[src/rtl/uart_pkg.sv]
// rtl/uart_pkg.sv - shared UART state encodings and baud divider helper
package uart_pkg;

   typedef enum logic [1:0] {
      RX_IDLE  = 2'd0,
      RX_START = 2'd1,
      RX_DATA  = 2'd2,
      RX_STOP  = 2'd3
   } rx_state_t;

   typedef enum logic [1:0] {
      TX_IDLE  = 2'd0,
      TX_START = 2'd1,
      TX_DATA  = 2'd2,
      TX_STOP  = 2'd3
   } tx_state_t;

   localparam int OVERSAMPLE = 16;

   // Clocks per oversample tick, truncated, never below one.
   function automatic int uart_div(input int freq_hz, input int baud);
      int d;
      d = freq_hz / (baud * OVERSAMPLE);
      return (d < 1) ? 1 : d;
   endfunction

endpackage

[src/rtl/uart_phy_rx.sv]
// rtl/uart_phy_rx.sv - 8N1 receiver with mid-bit sampling on 16x ticks
module uart_phy_rx
   import uart_pkg::*;
(
   input  logic       clk,
   input  logic       reset,
   input  logic       rxd,
   input  logic       tick,
   input  logic       rx_ack,
   output logic [7:0] rx_data,
   output logic       rx_avail,
   output logic       rx_error
);

   logic [1:0] sync;
   logic       rxd_s;
   rx_state_t  state;
   logic [3:0] tick_cnt;
   logic [2:0] bit_idx;
   logic [7:0] shreg;
   logic       armed;

   assign rxd_s = sync[1];

   always_ff @(posedge clk) begin
      if (reset) begin
         sync     <= 2'b11;
         state    <= RX_IDLE;
         tick_cnt <= 4'd0;
         bit_idx  <= 3'd0;
         shreg    <= 8'h00;
         armed    <= 1'b1;
         rx_data  <= 8'h00;
         rx_avail <= 1'b0;
         rx_error <= 1'b0;
      end else begin
         sync <= {sync[0], rxd};
         if (rx_ack) begin
            rx_avail <= 1'b0;
            rx_error <= 1'b0;
         end
         case (state)
            RX_IDLE: begin
               tick_cnt <= 4'd0;
               bit_idx  <= 3'd0;
               // A low stop bit may be a held break; re-arm only once the line is high again.
               if (rxd_s)
                  armed <= 1'b1;
               else if (armed)
                  state <= RX_START;
            end
            RX_START: begin
               if (tick) begin
                  if (tick_cnt == 4'd7) begin
                     tick_cnt <= 4'd0;
                     state    <= rxd_s ? RX_IDLE : RX_DATA;
                  end else begin
                     tick_cnt <= tick_cnt + 4'd1;
                  end
               end
            end
            RX_DATA: begin
               if (tick) begin
                  tick_cnt <= tick_cnt + 4'd1;
                  if (tick_cnt == 4'd15) begin
                     shreg   <= {rxd_s, shreg[7:1]};
                     bit_idx <= bit_idx + 3'd1;
                     if (bit_idx == 3'd7)
                        state <= RX_STOP;
                  end
               end
            end
            RX_STOP: begin
               if (tick) begin
                  tick_cnt <= tick_cnt + 4'd1;
                  if (tick_cnt == 4'd15) begin
                     // Completion overrides a same-cycle ack; overrun only if the old byte stays unread.
                     rx_data  <= shreg;
                     rx_avail <= 1'b1;
                     rx_error <= ~rxd_s | (rx_avail & ~rx_ack);
                     armed    <= rxd_s;
                     state    <= RX_IDLE;
                  end
               end
            end
            default: state <= RX_IDLE;
         endcase
      end
   end

endmodule

[src/rtl/uart_phy.sv]
// rtl/uart_phy.sv - full-duplex 8N1 UART PHY: tick dividers, transmitter, receiver instance
module uart_phy
   import uart_pkg::*;
#(
   parameter int freq_hz = 100000000,
   parameter int baud    = 115200
) (
   input  logic       clk,
   input  logic       reset,
   input  logic       uart_rxd,
   output logic       uart_txd,
   output logic [7:0] rx_data,
   output logic       rx_avail,
   output logic       rx_error,
   input  logic       rx_ack,
   input  logic [7:0] tx_data,
   input  logic       tx_wr,
   output logic       tx_busy
);

   localparam int DIV = uart_div(freq_hz, baud);
   localparam int DW  = (DIV > 1) ? $clog2(DIV) : 1;
   localparam logic [DW-1:0] DIV_LAST = DW'(DIV - 1);

   logic [DW-1:0] rx_div;
   logic [DW-1:0] tx_div;
   logic          rx_tick;
   logic          tx_tick;
   logic          tx_accept;
   tx_state_t     tx_state;
   logic [3:0]    tx_ticks;
   logic [2:0]    tx_bit;
   logic [7:0]    tx_shreg;

   assign rx_tick   = (rx_div == DIV_LAST);
   assign tx_tick   = (tx_div == DIV_LAST);
   assign tx_accept = tx_wr && (tx_state == TX_IDLE);

   always_ff @(posedge clk) begin
      if (reset || rx_tick)
         rx_div <= '0;
      else
         rx_div <= rx_div + DW'(1);
   end

   // The transmitter has its own divider so restarting its phase never disturbs reception.
   always_ff @(posedge clk) begin
      if (reset) begin
         tx_state <= TX_IDLE;
         tx_div   <= '0;
         tx_ticks <= 4'd0;
         tx_bit   <= 3'd0;
         tx_shreg <= 8'h00;
         uart_txd <= 1'b1;
         tx_busy  <= 1'b0;
      end else begin
         tx_div <= (tx_accept || tx_tick) ? '0 : tx_div + DW'(1);
         if (tx_state != TX_IDLE && tx_tick)
            tx_ticks <= tx_ticks + 4'd1;
         case (tx_state)
            TX_IDLE: begin
               if (tx_wr) begin
                  tx_shreg <= tx_data;
                  uart_txd <= 1'b0;
                  tx_busy  <= 1'b1;
                  tx_ticks <= 4'd0;
                  tx_bit   <= 3'd0;
                  tx_state <= TX_START;
               end
            end
            TX_START: begin
               if (tx_tick && tx_ticks == 4'd15) begin
                  uart_txd <= tx_shreg[0];
                  tx_shreg <= {1'b0, tx_shreg[7:1]};
                  tx_state <= TX_DATA;
               end
            end
            TX_DATA: begin
               if (tx_tick && tx_ticks == 4'd15) begin
                  if (tx_bit == 3'd7) begin
                     uart_txd <= 1'b1;
                     tx_state <= TX_STOP;
                  end else begin
                     uart_txd <= tx_shreg[0];
                     tx_shreg <= {1'b0, tx_shreg[7:1]};
                     tx_bit   <= tx_bit + 3'd1;
                  end
               end
            end
            TX_STOP: begin
               if (tx_tick && tx_ticks == 4'd15) begin
                  tx_busy  <= 1'b0;
                  tx_state <= TX_IDLE;
               end
            end
            default: tx_state <= TX_IDLE;
         endcase
      end
   end

   uart_phy_rx u_rx (
      .clk      (clk),
      .reset    (reset),
      .rxd      (uart_rxd),
      .tick     (rx_tick),
      .rx_ack   (rx_ack),
      .rx_data  (rx_data),
      .rx_avail (rx_avail),
      .rx_error (rx_error)
   );

endmodule
[config.mk]
export PLATFORM = sky130hd
export DESIGN_NAME = uart_phy
export DESIGN_NICKNAME = d
export VERILOG_FILES = /design/src/rtl/uart_pkg.sv /design/src/rtl/uart_phy_rx.sv /design/src/rtl/uart_phy.sv
export SDC_FILE = /design/constraint.sdc
export NUM_CORES = 1
export LEC_CHECK = 0
export ABC_AREA = 1
export ABC_CLOCK_PERIOD_IN_PS = 1800
export CORE_UTILIZATION = 57
export CTS_CLUSTER_SIZE = 8
export DETAILED_ROUTE_END_ITERATION = 6
export PLACE_DENSITY_LB_ADDON = 0.1
export SYNTH_ARGS = -nofsm -noshare
export SYNTH_HDL_FRONTEND = slang
export SYNTH_SLANG_ARGS = --single-unit
[constraint.sdc]
create_clock -name clk -period 1.8 [get_ports clk]
set_input_delay 0.45 -clock clk [delete_from_list [all_inputs] [get_ports clk]]
set_output_delay 0.45 -clock clk [all_outputs]
set_load 0.02 [all_outputs]
* Word level (Yosys, flattened, before mapping) *
Cells that the tools add are included.

operators by class
  add/subtract/negate cells = 6
  muxes and demuxes = 56
  bitwise logic cells = 4
  eq/ne operators = 30
  reduce and logical (&&, ||, !) cells = 26

operator list
  cell                                                                      count
  8-bit two-way mux                                                         4
  2-bit two-way mux                                                         15
  4-bit two-way mux                                                         6
  8-bit case mux with 3 select lines                                        1
  2-bit inequality test (second input constant)                             10
  1-bit two-way mux                                                         17
  2-bit case mux with 4 select lines                                        2
  3-bit two-way mux                                                         5
  2-bit by 1-bit inequality test with 1-bit output (second input constant)  7
  6-bit by 1-bit adder with 6-bit output (second input constant)            2
  6-bit equality test (second input constant)                               2
  3-bit case mux with 2 select lines                                        2
  4-bit case mux with 3 select lines                                        1
  3-bit AND reduction                                                       4
  4-bit AND reduction                                                       3
  5-bit AND reduction                                                       2
  2-bit nonzero test                                                        5
  9-bit AND reduction                                                       1
  4-bit by 1-bit adder with 4-bit output (second input constant)            2
  2-bit equality test (second input constant)                               4
  4-bit equality test (second input constant)                               2
  3-bit by 1-bit adder with 3-bit output (second input constant)            2
  3-bit equality test (second input constant)                               2
  2-bit by 1-bit equality test with 1-bit output (second input constant)    2
  12 further kinds                                                          19

word-level totals
  output and inout bits = 12
  bits in registers = 61
  logic and storage cells = 139

* Longest topological paths before layout *
  word-level depth = 6
  mapped depth = 11
  mapped depth without buffers = 11

* Hierarchy *
A second synthesis with hierarchy kept.

unflattened totals
  cells, all modules = 382
  area, all modules = 2884.0 µm²

by module, submodules not included
  module       cells an instance  area each (µm²)  instances  seq. area each (µm²)
  uart_phy     219                1625.3           1          620.6
  uart_phy_rx  163                1258.7           1          600.6

* Least setup slack after synthesis *
Ideal clock, no wire load.

  kind = register to register
  from = register tx_state[0]
  to = register tx_shreg[7]
  data required time = 1.686 ns
  arrival time = 1.449 ns
  cell stages (with the launch flop) = 9
  slack = 0.237 ns
  library setup time = 0.114 ns
  cell sequence = dfxtp_1 inv_1 ha_1 inv_2 nor2_2 nor2_2 nand3_2 a21oi_1 nor2_1

between the ends
  word-level cells in the longest chain between the ends = 3

RTL lines
  element                                                                              line            source
  from (decl)                                                                          uart_phy.sv:30  tx_state_t tx_state;
  from (signal assigned)                                                               uart_phy.sv:49  tx_state <= TX_IDLE;
  from (signal assigned)                                                               uart_phy.sv:68  tx_state <= TX_START;
  from (signal assigned)                                                               uart_phy.sv:75  tx_state <= TX_DATA;
  2-bit equality test (tied with other cells)                                          uart_phy.sv:60  case (tx_state)
  2-bit inequality test (no source line) / 3-bit nonzero test (equally long branches)  --
  5-bit AND reduction (no source line)                                                 --
  to (signal assigned)                                                                 uart_phy.sv:63  tx_shreg <= tx_data;
  to (signal assigned)                                                                 uart_phy.sv:74  tx_shreg <= {1'b0, tx_shreg[7:1]};
  to (signal assigned)                                                                 uart_phy.sv:85  tx_shreg <= {1'b0, tx_shreg[7:1]};
  to (decl)                                                                            uart_phy.sv:33  logic [7:0] tx_shreg;

Several ways; a longest one is shown, not always the timed one.
A chain may end at the register's enable or synchronous reset.

* Worst setup path after layout *
  from = register u_rx.rx_data[7]
  to = output port rx_data[7]

RTL lines
  element                 line               source
  from (decl)             uart_phy_rx.sv:10  output logic [7:0] rx_data,
  from (signal assigned)  uart_phy_rx.sv:78  rx_data <= shreg;
  to (decl)               uart_phy.sv:12     output logic [7:0] rx_data,

No word-level cell between the ends.

==> reports/results.env <==
RUN_STATUS='finished, final reports clean'
CLK-INSERTION-DELAY-LATE_PS=340
FINAL_LAYOUT_SIZE_SUFFIX_GT1_FRAC=0.144
SYNTH_COMPOUND_GATE_AREA_SHARE=0.105
FINAL.PERIOD_UTILIZATION=0.967
IO_PINS=25
CORE_SQ_MM=0.00479
ANT_NETS=0
WORST_IR_DROP_VDD_mV=1.05
MAX_FREQ_GHz=0.575
NUMCTSBUFFERS=9
FINALWIRELENGTH_UM=5580
END_KIND='output pin'
FINAL_CRITICAL_PERIOD_PS=1740
CRIT_FAMILY='buffers and inverters'
GRT.MET2_USAGE=0.393
CRITICAL_PATH_BUF_INV_COUNT=1
GLOBAL_ROUTE_MET3_UTILIZATION=0.0456
CTSROOTBUFFERMASTER='sky130_fd_sc_hd__clkbuf_8'
SETUP_VIOL=0
MAXSLEWHEADROOM=0.728
CLK_TRANSITION_REPORTED_PATHS_PS=80
FF2FF_PATH_DEPTH=9
HOLD_VIOLATIONS=0
FILL_CELLS=397
SYNTH_AREA_SQ_MM=0.00288
FLOORPLAN.ROWS=25
RSZ0062_AT_GRT='false'
TIGHTESTPINTRANSITION_PS=406
VIASPERCELL=5.03
POST-SYNTH-TOP-AREA-FRACTION=0.424
SYNTH_AREA_PER_CELL_SQ_UM=7.57
FINAL_NETS=448
MIN-DELAY-PATH-CLASS='reg -> reg'
SYNTHESIS.INSTANCES=380
FIN_SKEW_PS=9.25
SETUP.WORST_PATH.START_CLASS='flop'
CTS_SINKS=61
CTS-HTREE-LEVELS=3
GRT_FIRST_PASS_WIRELENGTH_UM=9640
SYNTHESIZED_NET_COUNT=409
FINALSETUPTNS_PS=0
POST_SYNTHESIS_ADDER_CELL_AREA_FRACTION=0.0696
TIMING.RR.START='rx_div[1]'
TOP_USAGE_LAYER='met2'
SYNTH-ASYNC-RESET-RATIO=0
MET1_USAGE=0.285
TIMING.REG2REG.SETUP_SLACK_PS=190
WORST-SETUP-PATH-TYPE='reg -> out'
SYNTH.TOP_CELLS.BY_AREA='sky130_fd_sc_hd__dfxtp_1 42%, sky130_fd_sc_hd__nand2_1 11%, sky130_fd_sc_hd__ha_1 7.0%'
TIMING_MAX_TRANSITION_VIOLATIONS_FINAL=0
CTS_TREE='done'
HOLD_CRIT_ENDPOINT='u_rx.sync[1]'
YOSYS-MUX-AREA-FRACTION=0
AREAGROWTHSYNTHTOFINISH_PCT=20.9
SYNTH-EDFF-COUNT=0
WL_PER_CELL_UM=11.4
CRITICAL_PATH.CELL_CHAIN='clkdlybuf4s50_1'
YS_SEQ_ELEMENTS=61
SYNTH_SIMPLE_GATE_AREA_FRAC=0.313
CP_MAX_FO=2
DIEWIDTH_UM=73.1
INITIAL_ANTENNA_VIOLATION_COUNT=0
DRT_FIRST_ITER_VIOLATIONS=100
SYNTH-WARNING-COUNT=0
CLOCK_TREE_BUFFER_DEPTH=2
POST_SYNTH_XOR_AREA_FRACTION=0.0213
TIMING.CRITICAL_PATH.SLOWEST_STAGE_CELL='sky130_fd_sc_hd__clkdlybuf4s50_1'
OVERALL_TRACK_DEMAND_OVER_CAPACITY_IN_GLOBAL_ROUTING=0.233
DRC_ERRORS=0
VIA_COUNT=2472
GRT_START_MAX_NET_PINS=28
DP_HPWL_UM=3830
VIA_COUNT_OF_THE_FIRST_GLOBAL_ROUTING_PASS=2293
SYNTH_LARGEST_AREA_CELL='sky130_fd_sc_hd__dfxtp_1'
FLOORPLAN.INITIALDENSITY=0.601
HOLD_BUFFERS=0
POWER_PER_CELL_AREA_mW_PER_MM2=1170
ANTENNA_CELLS=0
DIE_AREA_SQ_MM=0.00534
CRITICAL-PATH-MAX-STAGE-DELAY_PS=610
CRIT-REG2REG-CAPTURE='u_rx.shreg[4]'
SYNTH.DISTINCT_CELLS=31
POWER_LEAKAGE_nW=1.47
PLACE.GP.CONGESTION=0.800
GLOBAL_ROUTE.OVERFLOW_TOTAL=0
CRITICAL_PATH_ARRIVAL_PS=1290
DIE_Y_UM=73.1
TIMING.HOLD.WORST_PATH_DEPTH=1
CAP_VIOLATIONS=0
WORSTPATHREQUIRED_PS=1350
SYNTH_FF_TYPE='sky130_fd_sc_hd__dfxtp_1'
SYNTH_TOP_FAMILY_BY_AREA='simple AND/OR/NAND/NOR gates'
NUMPORTBUFFERS=24
FINALHOLDWORSTSLACK_PS=412
DRT-PASS1-ITER-COUNT=4
WORST_HOLD_STARTPOINT='u_rx.sync[0]'
SYNTH.YOSYS.SEQ_AREA_SHARE=0.424
-- where the power goes --
part	internal, mW	total [mW]	switching (mW)
combinational	0.445	1.13	0.686
sequential	1.50	1.60	0.0986
clock	0.785	1.35	0.568
total	2.73	4.09	1.35
-- registers in the layout (all words and copies together), names as in the netlist, 2 cells and up, named ones only --
register       flops
tx_div             6
u_rx.bit_idx       3
tx_bit             3
u_rx.tick_cnt      4
u_rx.rx_data       8
rx_div             6
tx_state           2
u_rx.sync          2
tx_shreg           8
u_rx.shreg         8
tx_ticks           4
-- repair_timing --
action	CTS	global route
endpoints found under the setup margin	0	2
buffers inserted	0	0
gates resized for setup	0	2
-- synthesized netlist by cell type (2+ instances only) --
library cell / instances
sky130_fd_sc_hd__xnor2_1: 3
sky130_fd_sc_hd__inv_1: 29
sky130_fd_sc_hd__inv_2: 4
sky130_fd_sc_hd__buf_2: 2
sky130_fd_sc_hd__or2_2: 4
sky130_fd_sc_hd__a21oi_2: 4
sky130_fd_sc_hd__nand3_2: 4
sky130_fd_sc_hd__clkbuf_1: 3
sky130_fd_sc_hd__nor2_1: 52
sky130_fd_sc_hd__o21ai_1: 2
sky130_fd_sc_hd__nand4_1: 10
sky130_fd_sc_hd__nand3_1: 19
sky130_fd_sc_hd__o21ai_0: 15
sky130_fd_sc_hd__nor2_2: 3
sky130_fd_sc_hd__dfxtp_1: 61
sky130_fd_sc_hd__xor2_1: 4
sky130_fd_sc_hd__nor3_1: 3
sky130_fd_sc_hd__nand2_2: 6
sky130_fd_sc_hd__buf_6: 3
sky130_fd_sc_hd__a21oi_1: 35
sky130_fd_sc_hd__nand2_1: 86
sky130_fd_sc_hd__nor2_4: 2
sky130_fd_sc_hd__nor3b_1: 3
sky130_fd_sc_hd__ha_1: 16
-- worst max path at each step --
stage               startpoint           to  slack [ps]  cells past startpoint
2_1_floorplan      tx_state[0]  tx_shreg[7]         240                      8
3_5_place_dp             reset    tx_div[3]          70                      4
6_report       u_rx.rx_data[7]   rx_data[7]          60                      1
5_1_grt          u_rx.rx_error     rx_error           5                      1
4_1_cts        u_rx.rx_data[7]   rx_data[7]          50                      1
3_3_place_gp             reset    tx_div[2]          70                      4
-- through the flow --
step	worst slack (ps)	std cells	power, mW	utilization	instance area, sq um
2_1_floorplan	237	380	2.43	-	2880
3_3_place_gp	73.5	475	2.72	0.680	3250
3_5_place_dp	66.4	475	2.74	0.680	3250
4_1_cts	45.9	491	4.11	0.726	3480
5_1_grt	4.61	491	4.35	0.727	3480
6_report	60.1	491	4.09	0.727	3480
-- cells in the final DEF (no fill, tap or decap), types with 2 or more instances in the layout --
cell / instances
sky130_fd_sc_hd__a21oi_1: 35
sky130_fd_sc_hd__a21oi_2: 4
sky130_fd_sc_hd__buf_4: 12
sky130_fd_sc_hd__bufinv_16: 2
sky130_fd_sc_hd__clkbuf_8: 9
sky130_fd_sc_hd__clkdlybuf4s50_1: 24
sky130_fd_sc_hd__clkinv_2: 2
sky130_fd_sc_hd__clkinv_4: 2
sky130_fd_sc_hd__dfxtp_1: 60
sky130_fd_sc_hd__ha_1: 16
sky130_fd_sc_hd__inv_1: 29
sky130_fd_sc_hd__inv_2: 4
sky130_fd_sc_hd__nand2_1: 86
sky130_fd_sc_hd__nand2_2: 6
sky130_fd_sc_hd__nand3_1: 19
sky130_fd_sc_hd__nand3_2: 4
sky130_fd_sc_hd__nand4_1: 10
sky130_fd_sc_hd__nor2_1: 51
sky130_fd_sc_hd__nor2_2: 4
sky130_fd_sc_hd__nor2_4: 2
sky130_fd_sc_hd__nor3_1: 3
sky130_fd_sc_hd__nor3b_1: 3
sky130_fd_sc_hd__o21ai_0: 15
sky130_fd_sc_hd__o21ai_1: 2
sky130_fd_sc_hd__or2_2: 4
sky130_fd_sc_hd__xnor2_1: 3
sky130_fd_sc_hd__xor2_1: 4
-- metal layers --
layer / wire length [um] / vias to the layer above
li1: - / 1306
met1: 2650 / 1115
met2: 2650 / 42
met3: 184 / 9
met4: 97 / 0
met5: 0 / -
-- cells by family after synthesis --
family | Yosys count
adder cells (fa/ha/maj) | 16
AND/OR/NAND/NOR | 195
AO/OA/AOI/OAI | 57
flip-flops | 61
buffers and inverters | 44
XOR/XNOR | 7
-- area by class of cell --
type / instances / area (sq um) / area share
clock buffers: 9 / 124 / 0.0356
multi-input cells: 275 / 1470 / 0.422
well taps: 67 / 83.8 / 0.0241
inverters: 35 / 133 / 0.0381
repair buffers: 37 / 350 / 0.101
clock inverters: 7 / 98.8 / 0.0284
flip-flops and latches: 61 / 1220 / 0.351
Power figures use the tool's default switching activity.
